File: src/rtl/wu_radio_pkg.sv
// Shared types and constants for the wake-up radio packet transmitter.
// Latency: n/a (declarations only).
// Backpressure: n/a (declarations only).
package wu_radio_pkg;

    // Default widths: maximum signature length and timer width.
    localparam int WU_SIG_W = 32;
    localparam int WU_CNT_W = 32;

    // Lower bounds applied when the configuration is captured.
    localparam int MIN_BIT_PERIOD = 2;
    localparam int MIN_REPEATS    = 1;

    // Packet sequencer states.
    typedef enum logic [1:0] {
        IDLE     = 2'd0,
        PREAMBLE = 2'd1,
        PAYLOAD  = 2'd2,
        GAP      = 2'd3
    } wu_state_e;

endpackage

File: src/rtl/wu_bit_timer.sv
// Loadable down-counter; tick_o is high while the count is zero.
// Latency: a load of N gives tick_o N cycles after the load edge (N+1 cycles per period).
// Backpressure: none; load_i always wins over counting.
module wu_bit_timer
    import wu_radio_pkg::*;
#(
    parameter int CNT_W = WU_CNT_W
) (
    input  logic             clki,
    input  logic             reset_n,
    input  logic             load_i,
    input  logic [CNT_W-1:0] load_val_i,
    output logic             tick_o
);

    logic [CNT_W-1:0] cnt_q;
    logic [CNT_W-1:0] cnt_d;

    // Reload on request, otherwise count down and park at zero.
    always_comb begin
        cnt_d = cnt_q;
        if (load_i) begin
            cnt_d = load_val_i;
        end else if (cnt_q != '0) begin
            cnt_d = cnt_q - CNT_W'(1);
        end
    end

    // Counter register.
    always_ff @(posedge clki or negedge reset_n) begin
        if (!reset_n) begin
            cnt_q <= '0;
        end else begin
            cnt_q <= cnt_d;
        end
    end

    assign tick_o = (cnt_q == '0);

endmodule

File: src/rtl/wu_pkt_tx.sv
// OOK wake-up packet serialiser (preamble + MSB-first signature, repeats, gaps); Manchester payload when WU_TX_MANCHESTER_EN is defined.
// Latency: first bit on mod_out one cycle after start is sampled; all outputs registered.
// Backpressure: none; start is ignored while busy, abort returns to IDLE on the next cycle.
module wu_pkt_tx
    import wu_radio_pkg::*;
#(
    parameter int SIG_W = WU_SIG_W,
    parameter int CNT_W = WU_CNT_W
) (
    input  logic             clki,
    input  logic             reset_n,
    input  logic             start,
    input  logic             abort,
    input  logic [SIG_W-1:0] signature,
    input  logic [5:0]       sig_len,
    input  logic [CNT_W-1:0] bit_period,
    input  logic [7:0]       preamble_len,
    input  logic [CNT_W-1:0] gap,
    input  logic [15:0]      repeats,
    output logic             mod_out,
    output logic             pkt_strobe,
    output logic             busy,
    output logic             done,
    output logic [15:0]      pkts_sent
);

    localparam int IDX_W = (SIG_W > 1) ? $clog2(SIG_W) : 1;

    // Sequencer state and output registers.
    wu_state_e        state_q, state_d;
    logic [7:0]       idx_q, idx_d;
    logic             mod_q, mod_d;
    logic             strobe_q, strobe_d;
    logic             done_q, done_d;
    logic [15:0]      pkts_q, pkts_d;
    logic [15:0]      pkts_inc;

    // Shadow copy of the (clamped) configuration, frozen for the whole request.
    logic [SIG_W-1:0] sig_q, sig_d;
    logic [7:0]       len_q, len_d;
    logic [CNT_W-1:0] bp_q, bp_d;
    logic [7:0]       pre_q, pre_d;
    logic [CNT_W-1:0] gap_q, gap_d;
    logic [15:0]      reps_q, reps_d;

`ifdef WU_TX_MANCHESTER_EN
    // Second half of the current Manchester payload symbol.
    logic             half_q, half_d;
`endif

    // Clamped view of the live configuration inputs.
    logic [CNT_W-1:0] bp_in;
    logic [7:0]       len_in;
    logic [15:0]      reps_in;

    // Configuration used when a packet is launched: live inputs in IDLE, shadow otherwise.
    logic [SIG_W-1:0] sel_sig;
    logic [7:0]       sel_len;
    logic [CNT_W-1:0] sel_bp;
    logic [7:0]       sel_pre;

    logic             launch;
    logic             tmr_load;
    logic [CNT_W-1:0] tmr_val;
    logic             tmr_tick;

    // Reload value for one payload symbol: a full bit (NRZ) or a half-bit (Manchester).
    function automatic logic [CNT_W-1:0] sym_reload(input logic [CNT_W-1:0] bp);
`ifdef WU_TX_MANCHESTER_EN
        return (bp >> 1) - CNT_W'(1);
`else
        return bp - CNT_W'(1);
`endif
    endfunction

    // Clamp the incoming configuration so the sequencer never sees degenerate values.
    always_comb begin
`ifdef WU_TX_MANCHESTER_EN
        bp_in = bit_period & ~CNT_W'(1);
`else
        bp_in = bit_period;
`endif
        if (bp_in < CNT_W'(MIN_BIT_PERIOD)) begin
            bp_in = CNT_W'(MIN_BIT_PERIOD);
        end
        len_in = {2'b00, sig_len};
        if (len_in == 8'd0) begin
            len_in = 8'd1;
        end else if (len_in > 8'(SIG_W)) begin
            len_in = 8'(SIG_W);
        end
        reps_in = (repeats < 16'(MIN_REPEATS)) ? 16'(MIN_REPEATS) : repeats;
    end

    assign sel_sig  = (state_q == IDLE) ? signature    : sig_q;
    assign sel_len  = (state_q == IDLE) ? len_in       : len_q;
    assign sel_bp   = (state_q == IDLE) ? bp_in        : bp_q;
    assign sel_pre  = (state_q == IDLE) ? preamble_len : pre_q;
    assign pkts_inc = (pkts_q == 16'hFFFF) ? pkts_q : pkts_q + 16'd1;

    // Next-state, datapath and output decode for the packet sequencer.
    always_comb begin
        state_d  = state_q;
        idx_d    = idx_q;
        mod_d    = mod_q;
        strobe_d = 1'b0;
        done_d   = 1'b0;
        pkts_d   = pkts_q;
        sig_d    = sig_q;
        len_d    = len_q;
        bp_d     = bp_q;
        pre_d    = pre_q;
        gap_d    = gap_q;
        reps_d   = reps_q;
`ifdef WU_TX_MANCHESTER_EN
        half_d   = half_q;
`endif
        tmr_load = 1'b0;
        tmr_val  = '0;
        launch   = 1'b0;

        if (abort) begin
            // Abort beats everything, including a start seen in IDLE; the count is kept.
            state_d = IDLE;
            mod_d   = 1'b0;
            idx_d   = 8'd0;
        end else begin
            case (state_q)
                IDLE: begin
                    if (start) begin
                        sig_d  = signature;
                        len_d  = len_in;
                        bp_d   = bp_in;
                        pre_d  = preamble_len;
                        gap_d  = gap;
                        reps_d = reps_in;
                        pkts_d = 16'd0;
                        launch = 1'b1;
                    end
                end
                PREAMBLE: begin
                    if (tmr_tick) begin
                        tmr_load = 1'b1;
                        if (idx_q == pre_q - 8'd1) begin
                            state_d = PAYLOAD;
                            idx_d   = len_q - 8'd1;
                            mod_d   = sig_q[idx_d[IDX_W-1:0]];
                            tmr_val = sym_reload(bp_q);
`ifdef WU_TX_MANCHESTER_EN
                            half_d  = 1'b0;
`endif
                        end else begin
                            idx_d   = idx_q + 8'd1;
                            mod_d   = ~mod_q;
                            tmr_val = bp_q - CNT_W'(1);
                        end
                    end
                end
                PAYLOAD: begin
                    if (tmr_tick) begin
`ifdef WU_TX_MANCHESTER_EN
                        if (!half_q) begin
                            // Mid-bit transition: second half is the complement.
                            half_d   = 1'b1;
                            mod_d    = ~mod_q;
                            tmr_load = 1'b1;
                            tmr_val  = sym_reload(bp_q);
                        end else
`endif
                        if (idx_q != 8'd0) begin
                            idx_d    = idx_q - 8'd1;
                            mod_d    = sig_q[idx_d[IDX_W-1:0]];
                            tmr_load = 1'b1;
                            tmr_val  = sym_reload(bp_q);
`ifdef WU_TX_MANCHESTER_EN
                            half_d   = 1'b0;
`endif
                        end else begin
                            // End of the last payload bit: count the packet.
                            pkts_d = pkts_inc;
                            if (pkts_inc == reps_q) begin
                                state_d = IDLE;
                                mod_d   = 1'b0;
                                done_d  = 1'b1;
                            end else if (gap_q == '0) begin
                                launch = 1'b1;
                            end else begin
                                state_d  = GAP;
                                mod_d    = 1'b0;
                                tmr_load = 1'b1;
                                tmr_val  = gap_q - CNT_W'(1);
                            end
                        end
                    end
                end
                GAP: begin
                    if (tmr_tick) begin
                        launch = 1'b1;
                    end
                end
                default: begin
                    state_d = IDLE;
                    mod_d   = 1'b0;
                end
            endcase
        end

        // Present the first bit of a packet and flag it with the strobe.
        if (launch) begin
            strobe_d = 1'b1;
            tmr_load = 1'b1;
`ifdef WU_TX_MANCHESTER_EN
            half_d   = 1'b0;
`endif
            if (sel_pre != 8'd0) begin
                state_d = PREAMBLE;
                idx_d   = 8'd0;
                mod_d   = 1'b1;
                tmr_val = sel_bp - CNT_W'(1);
            end else begin
                state_d = PAYLOAD;
                idx_d   = sel_len - 8'd1;
                mod_d   = sel_sig[idx_d[IDX_W-1:0]];
                tmr_val = sym_reload(sel_bp);
            end
        end
    end

    // State, output and shadow registers.
    always_ff @(posedge clki or negedge reset_n) begin
        if (!reset_n) begin
            state_q  <= IDLE;
            idx_q    <= 8'd0;
            mod_q    <= 1'b0;
            strobe_q <= 1'b0;
            done_q   <= 1'b0;
            pkts_q   <= 16'd0;
            sig_q    <= '0;
            len_q    <= 8'd0;
            bp_q     <= '0;
            pre_q    <= 8'd0;
            gap_q    <= '0;
            reps_q   <= 16'd0;
        end else begin
            state_q  <= state_d;
            idx_q    <= idx_d;
            mod_q    <= mod_d;
            strobe_q <= strobe_d;
            done_q   <= done_d;
            pkts_q   <= pkts_d;
            sig_q    <= sig_d;
            len_q    <= len_d;
            bp_q     <= bp_d;
            pre_q    <= pre_d;
            gap_q    <= gap_d;
            reps_q   <= reps_d;
        end
    end

`ifdef WU_TX_MANCHESTER_EN
    // Half-bit phase register.
    always_ff @(posedge clki or negedge reset_n) begin
        if (!reset_n) begin
            half_q <= 1'b0;
        end else begin
            half_q <= half_d;
        end
    end
`endif

    // One timer serves bit, half-bit and gap timing.
    wu_bit_timer #(
        .CNT_W (CNT_W)
    ) u_timer (
        .clki       (clki),
        .reset_n    (reset_n),
        .load_i     (tmr_load),
        .load_val_i (tmr_val),
        .tick_o     (tmr_tick)
    );

    assign mod_out    = mod_q;
    assign pkt_strobe = strobe_q;
    assign busy       = (state_q != IDLE);
    assign done       = done_q;
    assign pkts_sent  = pkts_q;

endmodule

File: config.mk
export PLATFORM = sky130hd
export DESIGN_NAME = wu_pkt_tx
export DESIGN_NICKNAME = d
export VERILOG_FILES = /design/src/rtl/wu_radio_pkg.sv /design/src/rtl/wu_bit_timer.sv /design/src/rtl/wu_pkt_tx.sv
export SDC_FILE = /design/constraint.sdc
export NUM_CORES = 1
export LEC_CHECK = 0
export BUFFER_PORTS_ARGS = -buffer_cell sky130_fd_sc_hd__buf_2
export CORE_MARGIN = 5
export CORE_UTILIZATION = 35
export CTS_CLUSTER_SIZE = 8
export DETAILED_ROUTE_END_ITERATION = 8
export GPL_ROUTABILITY_DRIVEN = 1
export SLEW_MARGIN = 20
export SYNTH_ARGS = -nofsm -noshare
export SYNTH_HDL_FRONTEND = slang
export SYNTH_SLANG_ARGS = --single-unit
File: constraint.sdc
create_clock -name clki -period 5 [get_ports clki]
set_input_delay 0 -clock clki [delete_from_list [all_inputs] [get_ports clki]]
set_output_delay 0 -clock clki [all_outputs]
set_load 0.005 [all_outputs]
# After elaboration in Yosys (flattened, before gate mapping)
# Index checks and enable logic that the tools add are counted.
# W data, S select, Z words.
[totals]
regBits = 189
inputBits = 130
[classes]
magnitude_cmp = 6
bitwise = 2
reduce_logical = 16
eq_ne = 16
addsub = 10
mux = 78
[ops]
columns = ["operator", "n"]
rows = [
  ["$mux W32", 12],
  ["$sub A32 B1 Y32 const B", 4],
  ["$mux W16", 5],
  ["$mux W8", 9],
  ["$logic_not A32 Y1", 2],
  ["$pmux W32 S2", 1],
  ["$lt A32 B2 Y1 const B", 1],
  ["$pmux W16 S2", 1],
  ["$reduce_bool A32 Y1", 1],
  ["$sub A8 B1 Y8 const B", 4],
  ["$mux W1", 31],
  ["$ne A4 B4 Y1 const B", 5],
  ["$lt A5 B6 Y1 const B", 3],
  ["$mux W2", 9],
  ["$add A16 B1 Y16 const B", 1],
  ["$eq A16 B16 Y1", 1],
  ["$eq A16 B16 Y1 const B", 1],
  ["$lt A16 B1 Y1 const B", 1],
  ["$pmux W8 S2", 1],
  ["$reduce_bool A8 Y1", 2],
  ["$bmux W1 S5", 3],
  ["$mux W6", 2],
  ["$add A8 B1 Y8 const B", 1],
  ["$eq A8 B8 Y1", 1],
  ["18 further kinds", 26],
]

# Logic depth before layout (Yosys ltp)
# Gate-level depths: netlist of run 1.
[logic_depth]
ltp_word = 10
ltp_mapped = 16
ltp_nobuf = 12

# Modules after synthesis
# From an unflattened synthesis of run 1, not the netlist that was laid out.
[unflattened]
hier_cells = 1546
hier_area_um2 = 14335.0
[by_module_without_submodules]
columns = ["module", "seq_area_each_um2", "area_per_inst_um2", "cells_per_inst", "n_inst"]
rows = [
  ["wu_pkt_tx", 3878.7, 12339.3, 1326, 1],
  ["wu_bit_timer", 800.8, 1995.7, 220, 1],
]

# Least setup slack after synthesis of run 1
# No wires, ideal clock.
[synth_timing]
path_type = "reg-to-reg"
from = "register state_q[0]"
to = "register mod_q (netlist: mod_out)"
required_ns = 4.936
stages_incl_launch_ff = 16
setup_ns = 0.064
slack_ns = 0.987
arrival_ns = 3.948
synth_period_minus_slack_ns = 4.013
path_cell_list = "dfrtp_1 > inv_1 > ha_1 > clkbuf_1 > clkbuf_1 > buf_1 > clkbuf_1 > mux2i_1 > ha_1 > xor2_1 > clkbuf_1 > a21oi_1 > mux4_2 > mux2_2 > a21oi_1 > a31o_2"
[synth_between]
elab_chain_len = 7
[synth_rtl]
columns = ["element", "line_no", "source"]
rows = [
  ["from (decl)", "wu_pkt_tx.sv:30", "wu_state_e state_q, state_d;"],
  ["from (signal assigned)", "wu_pkt_tx.sv:245", "state_q <= state_d;"],
  ["$logic_not A2 Y1", "-", ""],
  ["$mux W8", "wu_pkt_tx.sv:96", "assign sel_len = (state_q == IDLE) ? len_in : len_q;"],
  ["$sub A8 B1 Y8", "wu_pkt_tx.sv:222", "idx_d = sel_len - 8'd1;"],
  ["$bmux W1 S5", "wu_pkt_tx.sv:223", "mod_d = sel_sig[idx_d[IDX_W-1:0]];"],
  ["$mux W1 (not written as such)", "wu_pkt_tx.sv:223", ""],
  ["$mux W1", "wu_pkt_tx.sv:215", "if (sel_pre != 8'd0) begin"],
  ["$mux W1", "wu_pkt_tx.sv:209", "if (launch) begin"],
  ["to (signal assigned)", "wu_pkt_tx.sv:247", "mod_q <= mod_d;"],
  ["to (decl)", "wu_pkt_tx.sv:32", "logic mod_q, mod_d;"],
]
# Several ways; a longest one is shown, not always the timed one. The select of a mux whose other input is x is not followed.
# A chain may end at the register's enable or synchronous reset.

# Worst setup path after layout of run 1
[layout_timing]
from = "register u_timer.cnt_q[21]"
to = "register u_timer.cnt_q[27]"
[layout_between]
elab_chain_len = 6
[layout_rtl]
columns = ["element", "line_no", "source"]
rows = [
  ["from (decl)", "wu_bit_timer.sv:16", "logic [CNT_W-1:0] cnt_q;"],
  ["from (signal assigned)", "wu_bit_timer.sv:34", "cnt_q <= cnt_d;"],
  ["branches (longest 6 deep; another with $sub A32 B1 Y32)", "-", ""],
]
# Several ways; the timed one is not identified. The select of a mux whose other input is x is not followed.

==> results.json, run 1 <==
{
  "outcome": "complete, no violations",
  "worstHoldPathType": "in2async",
  "cts_max_path_buffers": 2,
  "drt_drc_violations_left": 0,
  "clock_tree.htree_level_count": 4,
  "cpPeakStageDelay_ns": 0.68,
  "postCtsResizedCells": 0,
  "routed_wirelength_um": 43900,
  "grt_start_max_net_pins": 139,
  "coreArea_um2": 38800,
  "drive_above_1_share": 0.226,
  "via_per_inst": 5.56,
  "route.antenna.remaining_nets": 0,
  "place_worst_setup_slack_ns": 0.448,
  "nNetsFinal": 1863,
  "r2r_cells": 10,
  "synthFlopType": "sky130_fd_sc_hd__dfrtp_1",
  "final_critical_path_setup_slack_ns": 0.659,
  "clock_latency_ns": 0.46,
  "postCtsSetupRepairBufs": 0,
  "cts_root_buffer": "sky130_fd_sc_hd__clkbuf_16",
  "grt_first_pass_wirelength_um": 69900,
  "synthesis.yosys.warnings": 0,
  "antennaDiodeCount": 0,
  "via_count": 12505,
  "synth_enable_flop_cells": 0,
  "power.ir.vdd_worst_v": 0.000250,
  "finalHoldViolCount": 0,
  "tightestPinTransition_ns": 1.07,
  "cts_hold_buf": 130,
  "synthToLayoutAreaGrowth_pct": 23.1,
  "total_leakage_power_nw": 6.84,
  "slew_viol_final": 0,
  "crit_arrival_ns": 4.68,
  "setup.worst_path.class": "reg2reg",
  "antenna_found_initial": 0,
  "worst_path_max_delay_cell": "sky130_fd_sc_hd__or4_4",
  "final_cycle_share": 0.868,
  "max_clock_freq_ghz": 0.230,
  "synth_seq_area_share": 0.340,
  "r2r-end": "u_timer.cnt_q[27]",
  "rsz_0062_raised_after_global_routing": "no",
  "synth-seq-cells": 187,
  "numCtsBuffers": 17,
  "r2r_slack_ns": 0.66,
  "slew_headroom": 0.289,
  "end_kind": "flop",
  "syn_area_per_cell_um2": 9.31,
  "die_w_um": 208,
  "io_pins": 150,
  "dp_hpwl_um": 32300,
  "crit_path_cell_trace": "or4_1, or3_1, or4_4, or4_4, or2_2, a41oi_1, buf_4, or3_1, buf_4, o211ai_1",
  "setup_tns_ns": 0,
  "grt_overflow_total": 0,
  "synthCells": 1479,
  "synth-async-reset-ratio": 1.00,
  "power.density_nw_per_um2": 545,
  "initial_utilization": 0.355,
  "cts.clk_slew.worst_paths_ns": 0.08,
  "dr.pass1.iters": 5,
  "drt-initial-drc-count": 997,
  "first_global_vias": 12341,
  "fin_worst_skew_ns": 0.0146,
  "timing.final.setup_violations": 0,
  "floorplan.die_area_um2": 43400,
  "floorplan.rows": 72,
  "kind_of_launch_point_of_the_worst_setup_path": "flop",
  "chipHeight_um": 208,
  "place_congestion": 0.964,
  "tritoncts": "done",
  "maxCapViolations": 0,
  "mappedNetlistArea_um2": 13800,
  "final_period_minus_worst_setup_slack_ns": 4.34,
  "layout_common_cells": "sky130_fd_sc_hd__dfrtp_1 (187), sky130_fd_sc_hd__buf_2 (148), sky130_fd_sc_hd__dlygate4sd3_1 (130)",
  "critPathRequiredTime_ns": 5.34,
  "mean_routed_wirelength_per_cell_um": 19.5,
  "crit_path_max_fanout": 12,
  "cts_num_sinks": 187,
  "mostFrequentLayoutCell": "sky130_fd_sc_hd__dfrtp_1",
  "synth.distinct_cells": 74,
  "track_usage": 0.199,
  "place.port_buffers": 149,
  "synthesis.nets": 1624,
  "r2r-start": "u_timer.cnt_q[21]"
}
## how the worst max path moves through the flow
stage                                  from                end  slack [ns]  depth (start not counted)
after floorplan                  state_q[0]            mod_out        0.99                         15
after global placement         pkts_sent[0]           idx_q[5]        0.61                         10
after detailed placement       pkts_sent[0]           idx_q[5]        0.45                         10
after CTS                      pkts_sent[0]           idx_q[5]        0.41                         10
after global routing           pkts_sent[0]           idx_q[5]        0.39                         10
final                     u_timer.cnt_q[21]  u_timer.cnt_q[27]        0.66                         10
## metrics by stage
stage	cells	hold slack [ns]	total power, mW	util	instance area [µm²]
after detailed placement	2087	-0.0258	7.74	0.389	15100
after global placement	2087	-0.0290	7.66	0.389	15100
final	2249	0.0334	9.24	0.437	17000
after CTS	2249	0.0541	9.22	0.437	17000
after global routing	2249	0.0709	9.87	0.437	17000
after floorplan	1479	-0.296	6.39	-	13800
## synthesized netlist by cell type, types with 4 or more instances
| cell type | number | share of area |
|---|---|---|
| sky130_fd_sc_hd__a2bb2oi_1 | 6 | 0.0038 |
| sky130_fd_sc_hd__clkbuf_1 | 66 | 0.018 |
| sky130_fd_sc_hd__dfrtp_1 | 187 | 0.34 |
| sky130_fd_sc_hd__a211oi_1 | 18 | 0.0098 |
| sky130_fd_sc_hd__nand2b_1 | 16 | 0.0073 |
| sky130_fd_sc_hd__nor3b_1 | 5 | 0.0027 |
| sky130_fd_sc_hd__o221a_2 | 5 | 0.0041 |
| sky130_fd_sc_hd__and2_1 | 6 | 0.0027 |
| sky130_fd_sc_hd__mux4_2 | 25 | 0.041 |
| sky130_fd_sc_hd__a22oi_1 | 7 | 0.0038 |
| sky130_fd_sc_hd__and4_1 | 5 | 0.0032 |
| sky130_fd_sc_hd__or2_2 | 7 | 0.0032 |
| sky130_fd_sc_hd__mux2_2 | 128 | 0.10 |
| sky130_fd_sc_hd__nor2b_1 | 14 | 0.0064 |
| sky130_fd_sc_hd__nand3_1 | 33 | 0.012 |
| sky130_fd_sc_hd__o31a_1 | 5 | 0.0032 |
| sky130_fd_sc_hd__buf_2 | 6 | 0.0022 |
| sky130_fd_sc_hd__or4_1 | 14 | 0.0076 |
| sky130_fd_sc_hd__and3_1 | 10 | 0.0045 |
| sky130_fd_sc_hd__nand2_1 | 104 | 0.028 |
| sky130_fd_sc_hd__o221ai_1 | 5 | 0.0032 |
| sky130_fd_sc_hd__buf_1 | 13 | 0.0035 |
| sky130_fd_sc_hd__mux2i_1 | 68 | 0.049 |
| sky130_fd_sc_hd__ha_1 | 15 | 0.014 |
| sky130_fd_sc_hd__o2bb2ai_1 | 5 | 0.0032 |
| sky130_fd_sc_hd__nand4_1 | 18 | 0.0082 |
| sky130_fd_sc_hd__a31oi_1 | 11 | 0.0050 |
| sky130_fd_sc_hd__a21oi_1 | 75 | 0.027 |
| sky130_fd_sc_hd__nor2_1 | 113 | 0.031 |
| sky130_fd_sc_hd__or3_1 | 25 | 0.011 |
| sky130_fd_sc_hd__nand3b_1 | 5 | 0.0027 |
| sky130_fd_sc_hd__xor2_1 | 73 | 0.046 |
| sky130_fd_sc_hd__nor3_1 | 67 | 0.024 |
| sky130_fd_sc_hd__xnor2_1 | 87 | 0.055 |
| sky130_fd_sc_hd__nor4_1 | 52 | 0.024 |
| sky130_fd_sc_hd__a211o_1 | 4 | 0.0025 |
| sky130_fd_sc_hd__inv_1 | 25 | 0.0068 |
| sky130_fd_sc_hd__o21a_1 | 4 | 0.0022 |
| sky130_fd_sc_hd__o31ai_1 | 10 | 0.0054 |
| sky130_fd_sc_hd__o211ai_1 | 14 | 0.0076 |
| sky130_fd_sc_hd__o21ai_0 | 69 | 0.025 |
## flip-flops by register name (all words and copies together) (netlist names)
register and flops:
state_q 2, gap_q 32, idx_q 8, pre_q 8, bp_q 32, u_timer.cnt_q 32
pkts_sent 16, len_q 6, done 1, mod_out 1, sig_q 32, reps_q 16
pkt_strobe 1
## worst max-delay path, delay by kind of cell (launching register included)
family / cells / cell delay, ns
AND/OR/NAND/NOR: 6 / 2.91
flip-flops: 1 / 0.43
AO/OA/AOI/OAI: 2 / 0.40
buffers and inverters: 2 / 0.46
## metal layers
| layer | track usage | routed length (µm) | up-vias |
|---|---|---|---|
| met2 | 0.305 | 19500 | 368 |
| met3 | 0.0343 | 2480 | 54 |
| met4 | 0.0537 | 826 | 0 |
| met1 | 0.291 | 21000 | 6148 |
| met5 | 0 | 0 | - |
| li1 | - | - | 5935 |
## cells by family after synthesis
| logic type | synth area share |
|---|---|
| flip-flops | 0.340 |
| buffers and inverters | 0.0338 |
| XOR/XNOR | 0.102 |
| AO/OA/AOI/OAI | 0.129 |
| adder cells (fa/ha/maj) | 0.0136 |
| AND/OR/NAND/NOR | 0.187 |
| multiplexers | 0.195 |
## cell type report
type,instances,area [µm²]
fill,3825,21900
multi-input combinational,1175,8670
sequential,187,4680
timing repair buffer,309,2290
tap,518,648
clock buffer,17,425
clock inverter,15,139
inverter,28,105
## report_power, final
part | internal [mW] | switching (mW) | total [mW]
clock | 0.695 | 0.672 | 1.37
combinational | 2.35 | 2.41 | 4.76
sequential | 2.20 | 0.913 | 3.11
total | 5.24 | 3.99 | 9.24
Power figures use the tool's default switching activity.
==> run 2, diff against run 1 <==
--- a/config.mk
+++ b/config.mk
@@ -11,6 +11,7 @@
 export CTS_CLUSTER_SIZE = 8
 export DETAILED_ROUTE_END_ITERATION = 8
 export GPL_ROUTABILITY_DRIVEN = 1
+export GPL_TIMING_DRIVEN = 0
 export SLEW_MARGIN = 20
 export SYNTH_ARGS = -nofsm -noshare
 export SYNTH_HDL_FRONTEND = slang
==> results.json, run 2 (synthesis gave the netlist of run 1 again) <==
{
  "place.port_buffers": 148,
  "first_global_vias": 12811,
  "setup.worst_path.class": "reg2reg",
  "coreArea_um2": 38800,
  "cts.clk_slew.worst_paths_ns": 0.08,
  "layout_common_cells": "sky130_fd_sc_hd__dfrtp_1 (187), sky130_fd_sc_hd__buf_2 (154), sky130_fd_sc_hd__mux2_2 (128), sky130_fd_sc_hd__dlygate4sd3_1 (128), sky130_fd_sc_hd__nor2_1 (113)",
  "end_kind": "flop",
  "critPathRequiredTime_ns": 5.32,
  "clock_latency_ns": 0.46,
  "route.antenna.remaining_nets": 0,
  "die_w_um": 208,
  "drt-initial-drc-count": 1096,
  "dr.pass1.iters": 5,
  "final_cycle_share": 0.943,
  "via_count": 12850,
  "slew_headroom": 0.295,
  "kind_of_launch_point_of_the_worst_setup_path": "flop",
  "cp_common_cell": "sky130_fd_sc_hd__clkbuf_2",
  "crit_path_cell_trace": "inv_1, ha_1, clkbuf_2, buf_2, clkbuf_2, clkdlybuf4s15_2, clkbuf_2, buf_1, mux2i_1, a31oi_1, o21ai_0, o211ai_1",
  "nNetsFinal": 1921,
  "power.density_nw_per_um2": 551,
  "io_pins": 150,
  "outcome": "complete, no violations",
  "grt_start_max_net_pins": 77,
  "crit_path_max_fanout": 10,
  "grt_first_pass_wirelength_um": 74700,
  "grt_overflow_total": 0,
  "drive_above_1_share": 0.211,
  "stdcell_area_um2": 17200,
  "finish.utilization": 0.442,
  "fin_cells": 2308,
  "routed_wirelength_um": 47800,
  "final_period_minus_worst_setup_slack_ns": 4.72,
  "tightestPinTransition_ns": 1.06,
  "synthToLayoutAreaGrowth_pct": 24.5,
  "floorplan.rows": 72,
  "place_worst_setup_slack_ns": -0.924,
  "tritoncts": "done",
  "numCtsBuffers": 17,
  "cpPeakStageDelay_ns": 0.58,
  "finalPower_mw": 9.45,
  "mean_routed_wirelength_per_cell_um": 20.7,
  "cts_max_path_buffers": 2,
  "worst_path_max_delay_cell": "sky130_fd_sc_hd__buf_1",
  "fin_worst_skew_ns": 0.0127,
  "final_critical_path_setup_slack_ns": 0.283,
  "initial_utilization": 0.355,
  "total_leakage_power_nw": 6.87,
  "drt_drc_violations_left": 0,
  "via_per_inst": 5.57,
  "cts_root_buffer": "sky130_fd_sc_hd__clkbuf_16",
  "floorplan.die_area_um2": 43400,
  "rsz_0062_raised_after_global_routing": "no",
  "clock_tree.htree_level_count": 4,
  "maxCapViolations": 0,
  "finalHoldViolCount": 0,
  "cts_num_sinks": 187,
  "place_congestion": 0.915,
  "power.ir.vdd_worst_v": 0.000283,
  "worstHoldPathType": "in2reg",
  "timing.final.setup_violations": 0,
  "antenna_found_initial": 1,
  "track_usage": 0.215,
  "placed_cells_incl_taps": 2148,
  "slew_viol_final": 0,
  "chipHeight_um": 208,
  "max_clock_freq_ghz": 0.212,
  "mostFrequentLayoutCell": "sky130_fd_sc_hd__dfrtp_1",
  "postPlaceCellArea_um2": 15200,
  "crit_arrival_ns": 5.04,
  "dp_hpwl_um": 36600
}
[run 2: path summary, 6_finish.rpt]
check                      slack [ns]                end  startpoint  cells after the start
max                              0.28  u_timer.cnt_q[21]  state_q[0]                     12
min                              0.04           len_q[1]  sig_len[1]                      3
max reg2reg                      0.28  u_timer.cnt_q[21]  state_q[0]                     12
min reg2reg                      0.53          reps_q[2]   reps_q[2]                      1
max in group asynchronous        4.21           bp_q[11]     reset_n                      3
min in group asynchronous        0.05         reps_q[10]     reset_n                      2
[run 2: per-stage QoR]
| step | setup TNS (ns) | hold WS (ns) |
|---|---|---|
| after CTS | 0 | 0.0158 |
| after global routing | 0 | 0.0478 |
| after floorplan | 0 | -0.296 |
| after global placement | -23.68 | 0.235 |
| after detailed placement | -25.93 | -0.0476 |
| final | 0 | 0.0376 |
[run 2: final cells by class]
type                       instances  area (µm²)
inverter                          28         105
buffer                            88         370
clock inverter                    10         118
antenna                            2        5.00
clock buffer                      21         460
sequential                       187        4680
multi-input combinational       1175        8670
fill                            3813       21700
tap                              518         648
timing repair buffer             279        2090
[run 2: per-layer routing]
metal	up-vias	track usage	share of wire	wire length (µm)
met2	499	0.341	0.46	21900
li1	6050	-	-	-
met1	6247	0.310	0.46	22100
met5	-	0	0	0
met3	54	0.0298	0.060	2890
met4	0	0.0557	0.019	889
[run 2: critical path: cells and delay by family (launching register included)]
kind            cells  cell delay [ns]
flops               1             0.42
buf+inv             7             2.76
compound gates      3             0.54
fa+ha+maj           1             0.48
mux                 1             0.34
[run 2: repair_timing]
item,in CTS,in global routing
gates resized for setup,8,4
setup endpoints to repair,46,6
hold endpoints to repair,313,0
cloned,0,0
setup buffers,0,0
hold buffers,128,0
[run 2: report_power, final]
| group | internal, mW | switching [mW] | leakage [nW] |
|---|---|---|---|
| Sequential | 2.20 | 0.826 | 2.27 |
| Clock | 0.761 | 0.635 | 0.272 |
| Combinational | 2.36 | 2.67 | 4.33 |
| Total | 5.32 | 4.13 | 6.87 |
==> run 3, diff against run 2 <==
--- a/config.mk
+++ b/config.mk
@@ -6,7 +6,9 @@
 export NUM_CORES = 1
 export LEC_CHECK = 0
 export BUFFER_PORTS_ARGS = -buffer_cell sky130_fd_sc_hd__buf_2
-export CORE_MARGIN = 5
+export CAP_MARGIN = 10
+export CORE_ASPECT_RATIO = 0.7
+export CORE_MARGIN = 4
 export CORE_UTILIZATION = 35
 export CTS_CLUSTER_SIZE = 8
 export DETAILED_ROUTE_END_ITERATION = 8
==> results.json, run 3 (synthesis gave the netlist of run 1 again) <==
{
  "drive_above_1_share": 0.211,
  "kind_of_launch_point_of_the_worst_setup_path": "flop",
  "crit_path_max_fanout": 10,
  "endpoint_worst_hold": "len_q[1]",
  "outcome": "complete, no violations",
  "grt_first_pass_wirelength_um": 76600,
  "floorplan.die_area_um2": 42600,
  "critPathRequiredTime_ns": 5.41,
  "routed_wirelength_um": 49400,
  "tightestPinTransition_ns": 1.17,
  "antenna_found_initial": 1,
  "cts_root_buffer": "sky130_fd_sc_hd__clkbuf_16",
  "r2r-end": "mod_out",
  "drt_drc_violations_left": 0,
  "nNetsFinal": 1924,
  "track_usage": 0.230,
  "timing.final.setup_violations": 0,
  "route.antenna.remaining_nets": 0,
  "place_worst_setup_slack_ns": -0.832,
  "final-seq-area_um2": 4680,
  "power.density_nw_per_um2": 556,
  "r2r_slack_ns": 0.12,
  "fillerInstances": 3768,
  "layout_common_cells": "sky130_fd_sc_hd__dfrtp_1 (187), sky130_fd_sc_hd__buf_2 (156), sky130_fd_sc_hd__dlygate4sd3_1 (130)",
  "grt_start_max_net_pins": 94,
  "min_from": "sig_len[1]",
  "cts_max_path_buffers": 2,
  "slew_headroom": 0.223,
  "power.ir.vdd_worst_v": 0.000294,
  "antennaDiodeCount": 0,
  "floorplan.rows": 60,
  "tritoncts": "done",
  "stdcell_area_um2": 17200,
  "cts_num_sinks": 187,
  "fin_worst_skew_ns": 0.0143,
  "finalPower_mw": 9.55,
  "finalHoldViolCount": 0,
  "clock_latency_ns": 0.47,
  "end_kind": "flop",
  "mostFrequentLayoutCell": "sky130_fd_sc_hd__dfrtp_1",
  "slew_viol_final": 0,
  "r2r_cells": 16,
  "r2r-start": "state_q[1]",
  "first_global_vias": 12725,
  "mean_routed_wirelength_per_cell_um": 21.3,
  "final_cycle_share": 0.975,
  "io_pins": 150,
  "place_congestion": 0.961,
  "coreArea_um2": 38700,
  "worst_hold_depth": 3,
  "initial_utilization": 0.356,
  "final_critical_path_setup_slack_ns": 0.124,
  "multiInputGateArea_um2": 8660,
  "total_leakage_power_nw": 6.88,
  "die_w_um": 245,
  "numCtsBuffers": 17,
  "cts.clk_slew.worst_paths_ns": 0.08,
  "synthToLayoutAreaGrowth_pct": 24.6,
  "worstHoldPathType": "in2reg",
  "clock_tree.htree_level_count": 4,
  "maxCapViolations": 0,
  "final_period_minus_worst_setup_slack_ns": 4.88,
  "dr.pass1.iters": 5,
  "finish.utilization": 0.444,
  "max_clock_freq_ghz": 0.205,
  "setup.worst_path.class": "reg2reg",
  "via_count": 13078,
  "chipHeight_um": 174,
  "place.port_buffers": 148,
  "dp_hpwl_um": 37400,
  "postPlaceCellArea_um2": 15300,
  "drt-initial-drc-count": 1298,
  "via_per_inst": 5.64,
  "grt_overflow_total": 0,
  "rsz_0062_raised_after_global_routing": "no",
  "crit_arrival_ns": 5.29
}
[run 3: cell types whose count changed in the layout (fill, tap and decap cells not counted), moves of 2 or more]
cell	delta
sky130_fd_sc_hd__inv_6	+6
sky130_fd_sc_hd__buf_2	+2
sky130_fd_sc_hd__diode_2	-2
sky130_fd_sc_hd__dlygate4sd3_1	+2
[run 3: worst max path at each step]
stage	start	end
4_1_cts	state_q[0]	mod_out
2_1_floorplan	state_q[0]	mod_out
3_3_place_gp	state_q[0]	u_timer.cnt_q[31]
3_5_place_dp	state_q[1]	u_timer.cnt_q[21]
6_report	state_q[1]	mod_out
5_1_grt	state_q[1]	mod_out
[run 3: where the power goes]
group	switching, mW	total, mW	internal (mW)	leakage [nW]
Combinational	2.73	5.09	2.36	4.34
Sequential	0.864	3.06	2.19	2.27
Clock	0.685	1.40	0.711	0.268
[run 3: cell type report]
cell class / instances / area share
Multi-Input combinational cell: 1175 / 0.505
Sequential cell: 187 / 0.273
Timing Repair Buffer: 282 / 0.124
Tap cell: 527 / 0.0384
Clock buffer: 19 / 0.0258
Buffer: 88 / 0.0211
Clock inverter: 13 / 0.00737
Inverter: 28 / 0.00613
[run 3: metrics by stage]
stage | instances | TNS (ns) | hold slack (ns)
6_report | 2319 | 0 | 0.0867
5_1_grt | 2319 | 0 | 0.0584
4_1_cts | 2320 | 0 | 0.0409
3_5_place_dp | 2158 | -21.64 | -0.183
3_3_place_gp | 2154 | -24.81 | 0.232
2_1_floorplan | 1479 | 0 | -0.296
[run 3: layer usage]
layer	track usage	wire, µm
met1	0.361	24500
met2	0.319	20100
met3	0.0594	4210
met4	0.0366	523
met5	0	0
[run 3: worst max-delay path: stages, from the launching register on]
cell	delay (ns)
sky130_fd_sc_hd__dfrtp_1	0.40
sky130_fd_sc_hd__inv_1	0.11
sky130_fd_sc_hd__ha_1	0.26
sky130_fd_sc_hd__clkbuf_1	0.37
sky130_fd_sc_hd__clkbuf_2	0.36
sky130_fd_sc_hd__buf_2	0.36
sky130_fd_sc_hd__clkbuf_2	0.37
sky130_fd_sc_hd__mux2i_1	0.35
sky130_fd_sc_hd__ha_1	0.30
sky130_fd_sc_hd__xor2_2	0.33
sky130_fd_sc_hd__clkbuf_2	0.35
sky130_fd_sc_hd__mux4_2	0.35
sky130_fd_sc_hd__mux2i_1	0.17
sky130_fd_sc_hd__mux2i_1	0.16
sky130_fd_sc_hd__mux2_2	0.32
sky130_fd_sc_hd__a21oi_1	0.14
sky130_fd_sc_hd__a31o_2	0.12
[run 3: repair_timing]
action	4_1_cts	5_1_grt
buffers inserted	0	0
setup endpoints to repair	46	22
hold endpoints to repair	313	0
pin swaps	0	0
gates resized for setup	5	3
hold buffers	130	0
